==> config.mk <==
export PLATFORM = sky130hd
export DESIGN_NAME = rand_tx_sequencer
export DESIGN_NICKNAME = d
export VERILOG_FILES = /design/src/rtl/rand_tx_pkg.sv /design/src/rtl/rand_tx_fifo.sv /design/src/rtl/rand_tx_sequencer.sv
export SDC_FILE = /design/constraint.sdc
export NUM_CORES = 1
export LEC_CHECK = 0
export CAP_MARGIN = 20
export CORE_ASPECT_RATIO = 1.25
export CORE_UTILIZATION = 52
export CTS_CLUSTER_SIZE = 20
export DETAILED_ROUTE_END_ITERATION = 12
export MAX_ROUTING_LAYER = met4
export PLACE_DENSITY = 0.79
export SLEW_MARGIN = 25
export SYNTH_ARGS = -nofsm -noshare
export SYNTH_HDL_FRONTEND = slang
export SYNTH_SLANG_ARGS = --single-unit
==> constraint.sdc <==
create_clock -name clk -period 3.4 [get_ports clk]
set_input_delay 0.34 -clock clk [delete_from_list [all_inputs] [get_ports clk]]
set_output_delay 0.34 -clock clk [all_outputs]
set_load 0.02 [all_outputs]
==> src/rtl/rand_tx_pkg.sv <==
// Shared FSM state type, FIFO depth default and burst-length helper for rand_tx_sequencer.
package rand_tx_pkg;

  typedef enum logic [1:0] {
    ST_IDLE  = 2'd0,
    ST_SEED  = 2'd1,
    ST_RUN   = 2'd2,
    ST_FLUSH = 2'd3
  } state_t;

  localparam int FIFO_DEPTH_DEF = 4;
  localparam int COUNT_ZERO_LEN = 256;

  // A programmed count of zero stands for a full 256-byte burst.
  function automatic logic [8:0] burst_len(input logic [7:0] cnt);
    return (cnt == 8'd0) ? 9'(COUNT_ZERO_LEN) : {1'b0, cnt};
  endfunction

endpackage

==> src/rtl/rand_tx_fifo.sv <==
// Synchronous sample FIFO with registered read data, full/empty flags and a flush input.
module rand_tx_fifo
  import rand_tx_pkg::*;
#(
  parameter int DEPTH = FIFO_DEPTH_DEF,
  parameter int W     = 8
) (
  input  logic         clk,
  input  logic         rst,
  input  logic         flush,
  input  logic         push,
  input  logic [W-1:0] wdata,
  input  logic         pop,
  output logic [W-1:0] rdata,
  output logic         full,
  output logic         empty
);

  localparam int             AW       = (DEPTH > 1) ? $clog2(DEPTH) : 1;
  localparam logic [AW:0]    FULL_CNT = (AW + 1)'(DEPTH);

  logic [W-1:0]  r_mem [DEPTH];
  logic [AW-1:0] r_wr_ptr;
  logic [AW-1:0] r_rd_ptr;
  logic [AW:0]   r_cnt;
  logic [W-1:0]  r_rdata;
  logic          w_push_ok;
  logic          w_pop_ok;

  assign full      = (r_cnt == FULL_CNT);
  assign empty     = (r_cnt == '0);
  assign w_push_ok = push && !full;
  assign w_pop_ok  = pop && !empty;
  assign rdata     = r_rdata;

  always_ff @(posedge clk) begin
    if (w_push_ok) begin
      r_mem[r_wr_ptr] <= wdata;
    end
  end

  // Read data is left alone by flush so a byte already handed to the UART stays valid.
  always_ff @(posedge clk) begin
    if (rst) begin
      r_wr_ptr <= '0;
      r_rd_ptr <= '0;
      r_cnt    <= '0;
      r_rdata  <= '0;
    end else if (flush) begin
      r_wr_ptr <= '0;
      r_rd_ptr <= '0;
      r_cnt    <= '0;
    end else begin
      if (w_push_ok) begin
        r_wr_ptr <= r_wr_ptr + 1'b1;
      end
      if (w_pop_ok) begin
        r_rd_ptr <= r_rd_ptr + 1'b1;
        r_rdata  <= r_mem[r_rd_ptr];
      end
      case ({w_push_ok, w_pop_ok})
        2'b10:   r_cnt <= r_cnt + 1'b1;
        2'b01:   r_cnt <= r_cnt - 1'b1;
        default: r_cnt <= r_cnt;
      endcase
    end
  end

endmodule

==> src/rtl/rand_tx_sequencer.sv <==
// Bursts LFSR bytes through a FIFO to a UART transmitter.
// Optional feature: define RAND_TX_SKIP_ZERO_EN to discard 0x00 samples.
module rand_tx_sequencer
  import rand_tx_pkg::*;
#(
  parameter int FIFO_DEPTH = FIFO_DEPTH_DEF
) (
  input  logic       clk,
  input  logic       rst,
  input  logic       start,
  input  logic       abort,
  input  logic [7:0] seed,
  input  logic [7:0] count,
  input  logic [7:0] lfsr_num,
  input  logic       lfsr_done,
  input  logic       tx_busy,
  output logic       lfsr_en,
  output logic       lfsr_seed_en,
  output logic [7:0] lfsr_seed,
  output logic       tx_start,
  output logic [7:0] tx_data,
  output logic       busy,
  output logic       done,
  output logic [8:0] sent_cnt
);

  state_t     r_state;
  logic [8:0] r_gen_left;
  logic [7:0] r_seed;
  logic       r_tx_start;
  logic       r_tx_pend;
  logic       r_done;
  logic [8:0] r_sent_cnt;

  logic       w_full;
  logic       w_empty;
  logic       w_sample_ok;
  logic       w_lfsr_en;
  logic       w_push;
  logic       w_pop;
  logic       w_active;
  logic [7:0] w_fifo_rdata;

`ifdef RAND_TX_SKIP_ZERO_EN
  assign w_sample_ok = (lfsr_num != 8'h00);
`else
  assign w_sample_ok = 1'b1;
`endif

  assign w_lfsr_en = (r_state == ST_RUN) && (r_gen_left != 9'd0) && !w_full && !abort;
  assign w_push    = lfsr_done && w_lfsr_en && w_sample_ok;
  assign w_active  = (r_state == ST_RUN) || (r_state == ST_FLUSH);
  assign w_pop     = w_active && !w_empty && !tx_busy && !r_tx_pend && !abort;

  rand_tx_fifo #(
    .DEPTH (FIFO_DEPTH),
    .W     (8)
  ) u_fifo (
    .clk   (clk),
    .rst   (rst),
    .flush (abort),
    .push  (w_push),
    .wdata (lfsr_num),
    .pop   (w_pop),
    .rdata (w_fifo_rdata),
    .full  (w_full),
    .empty (w_empty)
  );

  always_ff @(posedge clk) begin
    if (rst) begin
      r_state    <= ST_IDLE;
      r_gen_left <= '0;
      r_seed     <= '0;
      r_tx_start <= 1'b0;
      r_tx_pend  <= 1'b0;
      r_done     <= 1'b0;
      r_sent_cnt <= '0;
    end else begin
      r_tx_start <= w_pop;
      r_done     <= 1'b0;
      // Pending covers the gap between tx_start and the UART raising busy.
      if (w_pop) begin
        r_tx_pend <= 1'b1;
      end else if (tx_busy) begin
        r_tx_pend <= 1'b0;
      end
      if (r_tx_start) begin
        r_sent_cnt <= r_sent_cnt + 9'd1;
      end
      if (abort) begin
        r_state    <= ST_IDLE;
        r_gen_left <= '0;
        r_tx_pend  <= 1'b0;
      end else begin
        case (r_state)
          ST_IDLE: begin
            if (start) begin
              r_state    <= ST_SEED;
              r_seed     <= seed;
              r_gen_left <= burst_len(count);
              r_sent_cnt <= '0;
            end
          end
          ST_SEED: r_state <= ST_RUN;
          ST_RUN: begin
            if (w_push) begin
              r_gen_left <= r_gen_left - 9'd1;
              if (r_gen_left == 9'd1) begin
                r_state <= ST_FLUSH;
              end
            end
          end
          ST_FLUSH: begin
            if (w_empty && !tx_busy && !r_tx_pend) begin
              r_state <= ST_IDLE;
              r_done  <= 1'b1;
            end
          end
          default: r_state <= ST_IDLE;
        endcase
      end
    end
  end

  assign lfsr_en      = w_lfsr_en;
  assign lfsr_seed_en = (r_state == ST_SEED);
  assign lfsr_seed    = r_seed;
  assign tx_start     = r_tx_start;
  assign tx_data      = w_fifo_rdata;
  assign busy         = (r_state != ST_IDLE);
  assign done         = r_done;
  assign sent_cnt     = r_sent_cnt;

endmodule
==> results of run 1 <==
## logic make-up (layout without fill, tap and decap cells)
| group | after synthesis | count (layout) | share of synthesized area, % |
|---|---|---|---|
| AO/OA/AOI/OAI | 56 | 56 | 9.68 |
| XOR/XNOR | 12 | 12 | 3.03 |
| adder cells (fa/ha/maj) | 15 | 15 | 5.64 |
| buffers and inverters | 29 | 93 | 3.58 |
| flip-flops | 78 | 78 | 54.3 |
| multiplexers | 11 | 11 | 6.07 |
| AND/OR/NAND/NOR | 123 | 123 | 17.7 |
## power by group through the flow
stage | sequential, mW | clock [mW] | combinational [mW]
2_1_floorplan | 1.02 | 0 | 0.0697
3_3_place_gp | 1.01 | 0 | 0.142
3_5_place_dp | 1.01 | 0 | 0.145
4_1_cts | 0.989 | 0.648 | 0.145
5_1_grt | 0.991 | 0.684 | 0.161
6_report | 0.989 | 0.631 | 0.146
## routing by layer
layer	GRT usage, %	vias to the layer above
li1	-	1281
met1	27.0	1246
met4	10.1	0
met2	35.2	85
met5	-	-
met3	4.96	10
## cells in the mapped netlist (3+ instances only)
cell / instances / area, µm²
a21oi_1: 25 / 125
mux4_2: 8 / 180
and3_1: 10 / 62.6
a31oi_1: 3 / 18.8
o21ai_0: 9 / 45.0
or3_1: 4 / 25.0
clkbuf_1: 7 / 26.3
nand4_1: 7 / 43.8
xnor2_1: 5 / 43.8
nor4_1: 5 / 31.3
xor2_1: 7 / 61.3
nand3_1: 6 / 30.0
edfxtp_1: 32 / 961
dfxtp_1: 46 / 921
nor2_1: 21 / 78.8
nand2_1: 51 / 191
ha_1: 14 / 175
mux2i_1: 3 / 30.0
buf_2: 3 / 15.0
inv_1: 14 / 52.6
nor3_1: 3 / 15.0
## final timing paths
kind / endpoint / cells past startpoint
worst max-delay path: u_fifo.r_cnt[2] / 10
worst min-delay path: lfsr_seed[3] / 2
worst min register to register: lfsr_seed[3] / 2
worst max register to register: u_fifo.r_cnt[2] / 10
## state kept, by name, indices dropped and copies added, names as in the netlist, 2 cells and up
signal	cells
u_fifo.r_wr_ptr	2
lfsr_seed	8
sent_cnt	9
u_fifo.r_mem	32
r_gen_left	9
r_state	2
u_fifo.r_rd_ptr	2
u_fifo.rdata	8
u_fifo.r_cnt	3
## through the flow
stage / setup slack, ps / cell area (µm²) / util (%) / hold slack (ps)
2_1_floorplan: 696 / 3460 / - / 413
3_3_place_gp: 310 / 4110 / 65.4 / 441
3_5_place_dp: 181 / 4110 / 65.4 / 448
4_1_cts: 430 / 4290 / 68.3 / 459
5_1_grt: 236 / 4290 / 68.3 / 478
6_report: 431 / 4290 / 68.3 / 459
## cell type report
class / instances / share of cell area, %
sequential: 78 / 43.9
multi-input combinational: 217 / 34.0
timing repair buffer: 61 / 14.1
clock buffer: 11 / 3.38
tap: 85 / 2.48
inverter: 16 / 1.40
clock inverter: 5 / 0.787
## cells in the final DEF (no fill, tap or decap), types with 3 or more instances in the layout
cell type	n
a21oi_1	25
a31oi_1	3
and3_1	10
clkbuf_8	10
clkdlybuf4s50_1	59
dfxtp_1	46
edfxtp_1	32
ha_1	14
inv_1	14
mux2i_1	3
mux4_2	8
nand2_1	51
nand3_1	6
nand4_1	7
nor2_1	21
nor3_1	3
nor4_1	5
o21ai_0	9
or3_1	4
xnor2_1	5
xor2_1	7
## worst max-delay path, cell delays in order, from the launching register on
cell and delay, ps:
dfxtp_1 390, ha_1 230, o32ai_1 130, or4_1 610, inv_2 240, ha_1 220, inv_1 60, fa_1 390
xor2_1 170, or3_1 310, a21oi_1 150
==> flow_summary.json, run 1 <==
{
  "r2r_slack_ps": 430,
  "seq_area_mm2": 0.00188,
  "cp-end-kind": "register",
  "wl_met1_um": 3010,
  "initial_utilization_pct": 55.1,
  "synth-edff-count": 32,
  "dieArea_mm2": 0.00699,
  "multi_input_area_mm2": 0.00146,
  "relSlewSlack_pct": 57.6,
  "place_congestion": 0.888,
  "dr.max_layer_used": "met4",
  "io-pin-count": 60,
  "numCtsBuffers": 9,
  "setup_violations": 0,
  "ctsHoldBuffers": 0,
  "grt_overflow": 0,
  "period_needed_ps": 2970,
  "slew_viol_final": 0,
  "switching_share_pct": 24.0,
  "wl_per_cell_um": 14.7,
  "clock_path_buffers": 2,
  "finClkSkew_ps": 7.18,
  "p_switching_mw": 0.424,
  "finalPower_mw": 1.77,
  "routed-wl-met3_um": 374,
  "cp_max_fo": 11,
  "grt_pass1_vias": 2482,
  "cp_data_arrival_time_ps": 3240,
  "avgSynthCellArea_um2": 10.7,
  "drc": 0,
  "cts_resized": 0,
  "place_inst": 457,
  "combPwrFrac_pct": 8.3,
  "synthDistinctLibCells": 53,
  "placeableCoreArea_mm2": 0.00629,
  "yosysWarnings": 0,
  "tightest_slew_ps": 635,
  "hold_start": "lfsr_seed[3]",
  "drv_cap": 0,
  "dr_total_vias": 2622,
  "antenna_found_initial": 0,
  "finalNetCount": 428,
  "syn_area_mm2": 0.00346,
  "dr.pass1.iters": 4,
  "via_per_inst": 5.54,
  "setup_tns_ps": 0,
  "yosys_register_bits": 78,
  "layout-drive-gt1-share_pct": 8.76,
  "drtIter0Drc": 151,
  "ys_seq_area_share_pct": 54.3,
  "async_flop_share_pct": 0,
  "detailed_place_hpwl_um": 4980,
  "htree_num_levels": 3,
  "crit_required_ps": 3670,
  "syn_inst": 324,
  "num_rows": 32,
  "power_frac_seq_pct": 56.0,
  "r2r-start": "r_state[1]",
  "total_leakage_power_nw": 1.46,
  "area_delta_synth_final_pct": 23.9,
  "cts_tree": "done",
  "die_w_um": 75.0,
  "post-route-period-util_pct": 87.3,
  "final_antenna_net_count": 0,
  "run_status": "complete, no violations",
  "clkPwrFrac_pct": 35.7,
  "wl_um": 6970,
  "port_buffers": 59,
  "num-fill-cells": 493,
  "grt_max_degree": 20,
  "power_density_mw_per_mm2": 412,
  "clk_latency_ps": 340,
  "dominantRegCellSynth": "dfxtp_1",
  "crit_type": "register to register",
  "fmax_mhz": 337,
  "wl_met2_um": 3470,
  "hold_class": "register to register",
  "crit_start": "r_state[1]",
  "grt_util_all_layers_pct": 22.3,
  "worst_setup_path_start_kind": "register",
  "cts_root_buf": "clkbuf_8",
  "synthesis.nets": 369,
  "die_h_um": 93.2,
  "hold_violations": 0,
  "max-vdd-ir-drop_v": 0.000318,
  "grt_pass1_wl_um": 11200,
  "cts_setup_buffers": 0,
  "clkSinkCount": 78,
  "path_clk_slew_ps": 80,
  "layoutNonFillerInstCount": 473,
  "diodes": 0,
  "rsz0062_at_grt": "no",
  "p_int_mw": 1.34
}
No activity file was read; power rests on OpenSTA's default activity.
==> inputs of run 2 (changes only) <==
ABC_CLOCK_PERIOD_IN_PS = 3400   (was default)
CTS_CLUSTER_DIAMETER = 50   (was default)
==> results of run 2 <==
The final DEF is identical to that of run 1; final timing and power are the same.
==> inputs of run 3 (changes only) <==
PLACE_DENSITY = default   (was 0.79)
PLACE_DENSITY_LB_ADDON = 0.15   (was default)
==> flow_summary.json, run 3 (synthesized netlist as in run 1, its figures left out) <==
{
  "run_status": "complete, no violations",
  "ctsHoldBuffers": 0,
  "cp-end-kind": "primary output",
  "power_density_mw_per_mm2": 443,
  "via_per_inst": 5.48,
  "fmax_mhz": 342,
  "max-vdd-ir-drop_v": 0.000327,
  "dr_total_vias": 2594,
  "clkSinkCount": 78,
  "grt_pass1_vias": 2514,
  "initial_utilization_pct": 55.1,
  "io-pin-count": 60,
  "r2r_end": "u_fifo.r_cnt[2]",
  "dr.pass1.iters": 5,
  "layout-drive-gt1-share_pct": 8.76,
  "wl_per_cell_um": 14.5,
  "diodes": 0,
  "die_h_um": 93.2,
  "drtIter0Drc": 97,
  "grt_pass1_wl_um": 11600,
  "finClkSkew_ps": 10.1,
  "dieArea_mm2": 0.00699,
  "grt_util_all_layers_pct": 23.1,
  "num_rows": 32,
  "area_delta_synth_final_pct": 25.3,
  "cts_root_buf": "clkbuf_8",
  "r2r-start": "r_state[1]",
  "slew_viol_final": 0,
  "placeableCoreArea_mm2": 0.00629,
  "hold_violations": 0,
  "relSlewSlack_pct": 59.2,
  "crit_type": "register to primary output",
  "antenna_found_initial": 0,
  "total_leakage_power_nw": 1.48,
  "reg2regPathDepth": 10,
  "period_needed_ps": 2930,
  "detailed_place_hpwl_um": 4950,
  "cts_tree": "done",
  "final_common_cell": "clkdlybuf4s50_1",
  "r2r_slack_ps": 490,
  "grt_overflow": 0,
  "port_buffers": 59,
  "cp_data_arrival_time_ps": 2590,
  "cp_max_fo": 15,
  "clk_latency_ps": 370,
  "crit_path_end": "lfsr_en",
  "post-route-period-util_pct": 86.1,
  "numCtsBuffers": 9,
  "num-fill-cells": 489,
  "layoutNonFillerInstCount": 473,
  "setup_violations": 0,
  "cts_setup_buffers": 0,
  "place_congestion": 0.835,
  "final_cell_mix": "clkdlybuf4s50_1 (59), nand2_1 (51), dfxtp_1 (46)",
  "largest_register_ffs": 32,
  "htree_num_levels": 3,
  "hold_class": "register to register",
  "rsz0062_at_grt": "no",
  "crit_start": "r_state[0]",
  "path_clk_slew_ps": 90,
  "drv_cap": 0,
  "grt_max_degree": 20,
  "setup_tns_ps": 0,
  "place_inst": 457,
  "die_w_um": 75.0,
  "cts_resized": 0,
  "drc": 0,
  "clock_path_buffers": 2,
  "finalNetCount": 428,
  "final_antenna_net_count": 0,
  "wl_um": 6850,
  "worst_setup_path_start_kind": "register",
  "crit_required_ps": 3060,
  "top_register": "u_fifo.r_mem",
  "tightest_slew_ps": 611
}
run 3: worst max-delay path: stages, from the launching register on:
cell             delay, ps
dfxtp_1                330
inv_1                  130
ha_1                   190
buf_4                  220
inv_1                  220
nor4b_1                440
clkdlybuf4s50_1        700
run 3: per-stage QoR:
step	area [µm²]	setup WS (ps)	hold slack, ps	util, %	total power [mW]
after floorplan	3460	696	413	-	1.09
after CTS	4340	469	459	69.0	1.94
final	4340	473	455	69.0	1.92
after global placement	4110	333	442	65.4	1.15
after global routing	4340	244	469	69.0	2.00
after detailed placement	4110	256	447	65.4	1.16
run 3: worst min-delay path by stage:
stage,slack [ps],cells past startpoint,endpoint,from
2_1_floorplan,410,1,r_tx_pend,tx_busy
3_3_place_gp,440,2,u_fifo.rdata[2],u_fifo.rdata[2]
3_5_place_dp,450,2,lfsr_seed[3],lfsr_seed[3]
4_1_cts,460,2,lfsr_seed[5],lfsr_seed[5]
5_1_grt,470,2,lfsr_seed[5],lfsr_seed[5]
6_report,460,2,lfsr_seed[3],lfsr_seed[3]
run 3: area by class of cell:
cell class / instances / area (µm²) / area share, %
Timing Repair Buffer: 61 / 606 / 14.0
Sequential cell: 78 / 1880 / 43.4
Tap cell: 85 / 106 / 2.45
Clock buffer: 9 / 124 / 2.85
Inverter: 16 / 60.1 / 1.38
Clock inverter: 7 / 105 / 2.42
Multi-Input combinational cell: 217 / 1460 / 33.6
run 3: report_power, final:
part	total [mW]	internal, mW	switching, mW
registers	0.989	0.981	0.00817
clock network	0.789	0.423	0.366
logic	0.146	0.0687	0.0769
total	1.92	1.47	0.451
run 3: layer usage:
layer  track usage, %  share of wire [%]  vias up
li1                 -                  -     1283
met1             27.4                 43     1232
met2             37.2                 50       68
met3             5.60                4.7       11
met4             9.91                1.9        0
met5                -                  0        -
